## config.mk

```make
export PLATFORM = sky130hd
export DESIGN_NAME = fetch_ctrl
export DESIGN_NICKNAME = d
export VERILOG_FILES = /design/src/rtl/fetch_ctrl_pkg.sv /design/src/rtl/fetch_stall_enc.sv /design/src/rtl/fetch_ctrl.sv
export SDC_FILE = /design/constraint.sdc
export NUM_CORES = 1
export LEC_CHECK = 0
export BUFFER_PORTS_ARGS = -buffer_cell sky130_fd_sc_hd__buf_2
export CORE_MARGIN = 3
export CORE_UTILIZATION = 40
export CTS_BUF_LIST = sky130_fd_sc_hd__clkbuf_4 sky130_fd_sc_hd__clkbuf_8
export CTS_CLUSTER_SIZE = 8
export DETAILED_ROUTE_END_ITERATION = 10
export GPL_TIMING_DRIVEN = 0
export PLACE_DENSITY_LB_ADDON = 0.2
export SLEW_MARGIN = 20
export SYNTH_ARGS = -nofsm -noshare
export SYNTH_HDL_FRONTEND = slang
export SYNTH_SLANG_ARGS = --single-unit
export TNS_END_PERCENT = 50
```

## constraint.sdc

```tcl
create_clock -name clk -period 1.83 [get_ports clk]
set_clock_uncertainty 0.1 [all_clocks]
set_input_delay 0.183 -clock clk [delete_from_list [all_inputs] [get_ports clk]]
set_output_delay 0.183 -clock clk [all_outputs]
set_load 0.05 [all_outputs]
```

## src/rtl/fetch_ctrl_pkg.sv

```systemverilog
// fetch_ctrl_pkg: bus widths, enable levels, FSM states and stall codes shared by the fetch sequencer.
package fetch_ctrl_pkg;
    localparam int InstAddrBus = 32;
    localparam int InstBus = 32;
    localparam logic RstEnable = 1'b0;
    localparam logic ChipEnable = 1'b1;
    localparam logic ChipDisable = 1'b0;
    typedef enum logic [2:0] {S_RESET, S_IDLE, S_FETCH, S_HOLD, S_FLUSH} state_t;
    localparam logic [5:0] STALL_NONE = 6'b000000;
    localparam logic [5:0] STALL_FETCH = 6'b000011;
    localparam logic [5:0] STALL_ID = 6'b000111;
    localparam logic [5:0] STALL_EX = 6'b001111;
endpackage

```

## src/rtl/fetch_stall_enc.sv

```systemverilog
// fetch_stall_enc: priority-encodes EX/ID stall requests and the fetch wait into the 6-bit stall code.
module fetch_stall_enc
    import fetch_ctrl_pkg::*;
(
    input  logic       stall_req_id,
    input  logic       stall_req_ex,
    input  logic       fetch_wait,
    output logic [5:0] code
);
    always_comb code = stall_req_ex ? STALL_EX : stall_req_id ? STALL_ID : fetch_wait ? STALL_FETCH : STALL_NONE;
endmodule

```

## src/rtl/fetch_ctrl.sv

```systemverilog
// fetch_ctrl: PC/ROM fetch sequencer with branch redirect and stall handling; FETCH_TIMEOUT_EN adds a sticky ROM timeout.
module fetch_ctrl
    import fetch_ctrl_pkg::*;
#(
    parameter int ADDR_W = InstAddrBus,
    parameter int DATA_W = InstBus,
    parameter logic [ADDR_W-1:0] RESET_PC = '0,
    parameter int TIMEOUT = 16
) (
    input  logic              clk,
    input  logic              rst,
    input  logic              stall_req_id,
    input  logic              stall_req_ex,
    input  logic              branch_flag,
    input  logic [ADDR_W-1:0] branch_target_addr,
    input  logic              rom_rdy,
    input  logic [DATA_W-1:0] rom_data,
    output logic [ADDR_W-1:0] pc,
    output logic              ce,
    output logic [DATA_W-1:0] inst_o,
    output logic [ADDR_W-1:0] inst_pc,
    output logic              inst_valid,
    output logic [5:0]        stall,
    output logic              fetch_err
);
    state_t state, nxt;
    logic pipe_stall, busy, take, timed_out, ce_nxt, valid_nxt;
    logic [ADDR_W-1:0] tgt, pc_nxt;
    logic [5:0] stall_code;
    assign pipe_stall = stall_req_id | stall_req_ex;
    assign busy = state == S_FETCH || state == S_FLUSH;
    assign take = state == S_FETCH && rom_rdy && !branch_flag;
`ifdef FETCH_TIMEOUT_EN
    localparam int CW = $clog2(TIMEOUT + 1);
    logic [CW-1:0] cnt;
    logic err;
    assign timed_out = busy && !rom_rdy && cnt == CW'(TIMEOUT - 1);
    always_ff @(posedge clk)
        if (rst == RstEnable) begin
            cnt <= '0;
            err <= 1'b0;
        end else begin
            cnt <= (busy && !rom_rdy && !timed_out) ? cnt + 1'b1 : '0;
            err <= err | timed_out;
        end
    assign fetch_err = err;
`else
    logic [31:0] timeout_unused;
    assign timeout_unused = 32'(TIMEOUT);
    assign timed_out = 1'b0;
    assign fetch_err = 1'b0;
`endif
    always_ff @(posedge clk)
        if (rst == RstEnable) state <= S_RESET;
        else state <= nxt;
    always_comb begin
        nxt = state;
        unique case (state)
            S_RESET: nxt = pipe_stall ? S_IDLE : S_FETCH;
            S_IDLE:  nxt = (fetch_err || pipe_stall) ? S_IDLE : S_FETCH;
            S_FETCH: nxt = timed_out ? S_IDLE : !rom_rdy ? (branch_flag ? S_FLUSH : S_FETCH) : pipe_stall ? (branch_flag ? S_IDLE : S_HOLD) : S_FETCH;
            S_HOLD:  nxt = pipe_stall ? (branch_flag ? S_IDLE : S_HOLD) : S_FETCH;
            S_FLUSH: nxt = timed_out ? S_IDLE : rom_rdy ? (pipe_stall ? S_IDLE : S_FETCH) : S_FLUSH;
            default: nxt = S_RESET;
        endcase
    end
    // A waiting request pins pc; a pending redirect is parked in tgt until the ROM acks.
    always_comb begin
        pc_nxt = pc;
        if (take) pc_nxt = pc + ADDR_W'(4);
        else if (branch_flag && state != S_RESET && !(busy && !rom_rdy) && !fetch_err) pc_nxt = branch_target_addr;
        else if (state == S_FLUSH && rom_rdy) pc_nxt = tgt;
    end
    always_comb begin
        ce_nxt = (nxt == S_FETCH || nxt == S_FLUSH) ? ChipEnable : ChipDisable;
        valid_nxt = (take && !pipe_stall) || (state == S_HOLD && !pipe_stall && !branch_flag);
    end
    fetch_stall_enc u_enc (
        .stall_req_id(stall_req_id),
        .stall_req_ex(stall_req_ex),
        .fetch_wait  ((busy && !rom_rdy) || fetch_err),
        .code        (stall_code)
    );
    always_ff @(posedge clk)
        if (rst == RstEnable) begin
            pc <= RESET_PC;
            tgt <= RESET_PC;
            ce <= ChipDisable;
            inst_o <= '0;
            inst_pc <= '0;
            inst_valid <= 1'b0;
            stall <= STALL_NONE;
        end else begin
            pc <= pc_nxt;
            tgt <= branch_flag ? branch_target_addr : tgt;
            ce <= ce_nxt;
            inst_valid <= valid_nxt;
            stall <= stall_code;
            if (take) begin
                inst_o <= rom_data;
                inst_pc <= pc;
            end
        end
endmodule

```

==> out/qor.csv <==
metric;value;unit
Reg-to-Reg Start;pc[15];
pre-CTS WS;-0.485;ns
wire length per cell;16.9;um
net switching power;1.90;mW
critical path type;reg2reg;
CTS Sinks;136;
non-filler cells, final;1198;
aggregate global-route resource usage;0.242;
CTS Buffer Depth;2;
DIE HEIGHT;128;um
Crit path depth;7;
Switching Share;0.257;
area growth from synthesis to layout;51.9;%
max-cap violation count;0;
Sequential Power Share;0.426;
worst-path fanout max;6;
DR pass1 iterations;5;
HP Class;in2reg;
Hold EP;tgt[31];
minimum clock period;1.95;ns
ys async rst share;0;
Crit-path slowest cell;or3_4;
CP endpoint kind;flop;
via/cell ratio;5.36;
CTS Buf Count;17;
Yosys warnings;0;
Sequential Area;2800;sq um
Nets;1076;
antenna violations before repair;0;
die width;128;um
vias in the first global route;6007;
Starting Density;0.418;
core area;14200;sq um
max incr delay on CP;0.40;ns
clock root buffer;clkbuf_8;
VDD IR max;473;uV
io pins;175;
M2 GR Usage;0.381;
first-pass GRT wire length;31.5;mm
HPWL after DPL;13.6;mm
Rows;43;
relative slew slack;0.527;
CP arrival;2.20;ns
pin count of the biggest net entering global routing;17;
Slew Limit Fails;0;
Leakage;3.90;nW
pwr/cell area;817;nW/um^2
vias after detailed routing;6425;
period utilisation layout;1.06;
Final Setup Violations;11;
Mapped Avg Cell Area;8.33;sq um
Top FF cell, synth;dfxtp_1;
Worst-Margin Slew;0.710;ns
Synth Register Bits;136;
hold depth;3;
Residual DRC;0;
EDFF count, synth;0;
RSZ-0062 raised after global routing;yes;
Die ar.;16300;sq um
grt ovf;0;
Req. time, crit path;2.08;ns
Peak Freq;0.513;GHz
M1 GR Usage;0.323;
reg2reg end;pc[20];
hold path startpoint;branch_flag;
crit-path cells;nand4_1 > buf_4 > nor4_4 > buf_6 > nand3_4 > or3_4 > o211ai_1;
final cell utilization of the core;0.635;
Clk Latency, worst-skew pair;0.45;ns
Cell Int Power;5.47;mW
Clk pin slew, worst setup/hold paths;0.08;ns
H-tree depth;4;
DP Cell Count;1064;
synthesized area;5930;sq um
Yosys cell types;61;
Mapped Cells;712;
number of fill cells;1239;
M3 GR Usage;0.0554;
clock share of power;0.428;
Routed Antenna Nets;0;
failing checks;setup timing;
Routed WL;20.3;mm
critical path launch point type;flop;
final hold vios;0;
run status;finished, violations left;
fin worst setup slack;-0.118;ns
Multi-input gate area;3260;sq um
CTS tree;yes;
share of layout cells above drive strength 1;0.351;
number of diodes;0;
DRT iter0 DRCs;394;
R2R cell count;7;
combinational fraction of design power;0.146;
routability congestion estimate;0.838;
Top delay family on crit path;simple AND/OR/NAND/NOR gates;
sequential area share after synthesis;0.459;
Buf/Inv on CP;2;
Top Usage Layer GRT;met2;
# port buffers;170;
worst reg-to-reg setup slack;-0.12;ns
==> how the worst max path moves through the flow <==
stage | startpoint | end | slack (ns)
after floorplan | pc[12] | pc[21] | -0.05
after CTS | state[2] | pc[9] | -0.06
after global placement | state[0] | pc[17] | -0.48
final | pc[15] | pc[20] | -0.12
after global routing | pc[15] | pc[20] | -0.17
after detailed placement | state[1] | pc[9] | -0.48
==> per-layer routing <==
layer  share of wire  up-vias
met2            0.45      307
met4           0.025        0
met3           0.087       43
li1                -     3106
met5               0        -
met1            0.43     2969
==> worst reg2reg max path, stage by stage (launching register included) <==
cell      delay [ns]
dfxtp_4         0.36
nand4_1         0.13
buf_4           0.17
nor4_4          0.35
buf_6           0.18
nand3_4         0.08
or3_4           0.40
o211ai_1        0.11
==> power by group through the flow <==
stage | registers [mW] | clock network (mW) | logic, mW
finish | 3.14 | 3.15 | 1.07
global route | 3.16 | 3.35 | 1.14
CTS | 3.14 | 3.22 | 1.01
detailed placement | 3.22 | 0 | 0.828
global placement | 3.21 | 0 | 0.827
floorplan | 3.36 | 0 | 0.389
==> placed cells by master, fill, tap and decap left out, drive strengths merged, types with 3 or more instances in the layout <==
cell type,n
a31oi,11
nand4,13
nand3,11
o21a,4
and3,9
nor2,54
mux2i,46
a311oi,4
mux2,8
buf,237
and2,6
nor4b,3
conb,3
a21oi,79
clkinv,5
dlygate4sd3,67
or3,5
o211ai,12
a222oi,3
o21ai,20
o221ai,5
nand2,161
inv,6
nor4,4
bufinv,7
nand2b,5
clkbuf,45
nor3,4
dfxtp,136
o31ai,3
a221oi,5
==> cell type report <==
class / count / share of cell area
inverter: 7 / 0.00291
buffer: 56 / 0.0434
tap: 180 / 0.0250
multi-input combinational: 514 / 0.362
clock inverter: 12 / 0.0272
sequential: 136 / 0.310
timing repair buffer: 273 / 0.200
clock buffer: 20 / 0.0298
==> timing repair <==
action / 4_1_cts / 5_1_grt
setup endpoints to repair: 96 / 91
endpoints found under the hold margin: 84 / 0
gates cloned: 0 / 1
pin swaps: 11 / 21
gates resized for setup: 63 / 63
buffers inserted: 25 / 10
hold buffers: 67 / 0
==> through the flow <==
step | cell area (sq um) | power (mW) | hold WS (ns) | setup TNS, ns
6_report | 9010 | 7.37 | 0.0892 | -0.434
5_1_grt | 9010 | 7.65 | 0.104 | -1.75
4_1_cts | 8710 | 7.36 | 0.0181 | -0.272
3_5_place_dp | 7140 | 4.04 | 0.315 | -29.41
3_3_place_gp | 7140 | 4.04 | 0.317 | -28.93
2_1_floorplan | 6060 | 3.75 | 0.205 | -0.0808
==> synthesized netlist by cell type, drive strengths merged, types with 3 or more instances <==
cell	instances	area, sq um
nor2	54	203
o21a	4	30.0
nand4	13	87.6
mux2i	46	460
mux2	8	93.8
o31ai	3	22.5
dfxtp	136	2720
nand2	161	604
a222oi	3	30.0
a21oi	79	395
nand2b	5	31.3
inv	6	22.5
nor3	4	20.0
clkbuf	24	92.6
a311oi	4	35.0
and3	9	56.3
or3	5	31.3
o21ai	20	100
nor4	4	37.5
buf	33	183
a31oi	11	68.8
and2	6	37.5
a221oi	5	43.8
nor4b	3	26.3
nand3	11	55.1
o221ai	5	43.8
o211ai	12	90.1
==> cell families after synthesis <==
kind of cell	share of synthesized area
compound gates	0.177
simple gates	0.212
mux	0.0934
fa+ha+maj	0.00401
buf+inv	0.0508
xor+xnor	0.00295
flops	0.459
other cells	0.000632
==> sequential cells by signal, indices dropped and copies added (netlist names) <==
signal	cells
inst_pc	32
stall	3
inst_valid	1
inst_o	32
tgt	32
ce	1
state	3
pc	32
Note: power is estimated with default switching activity, not from simulation.
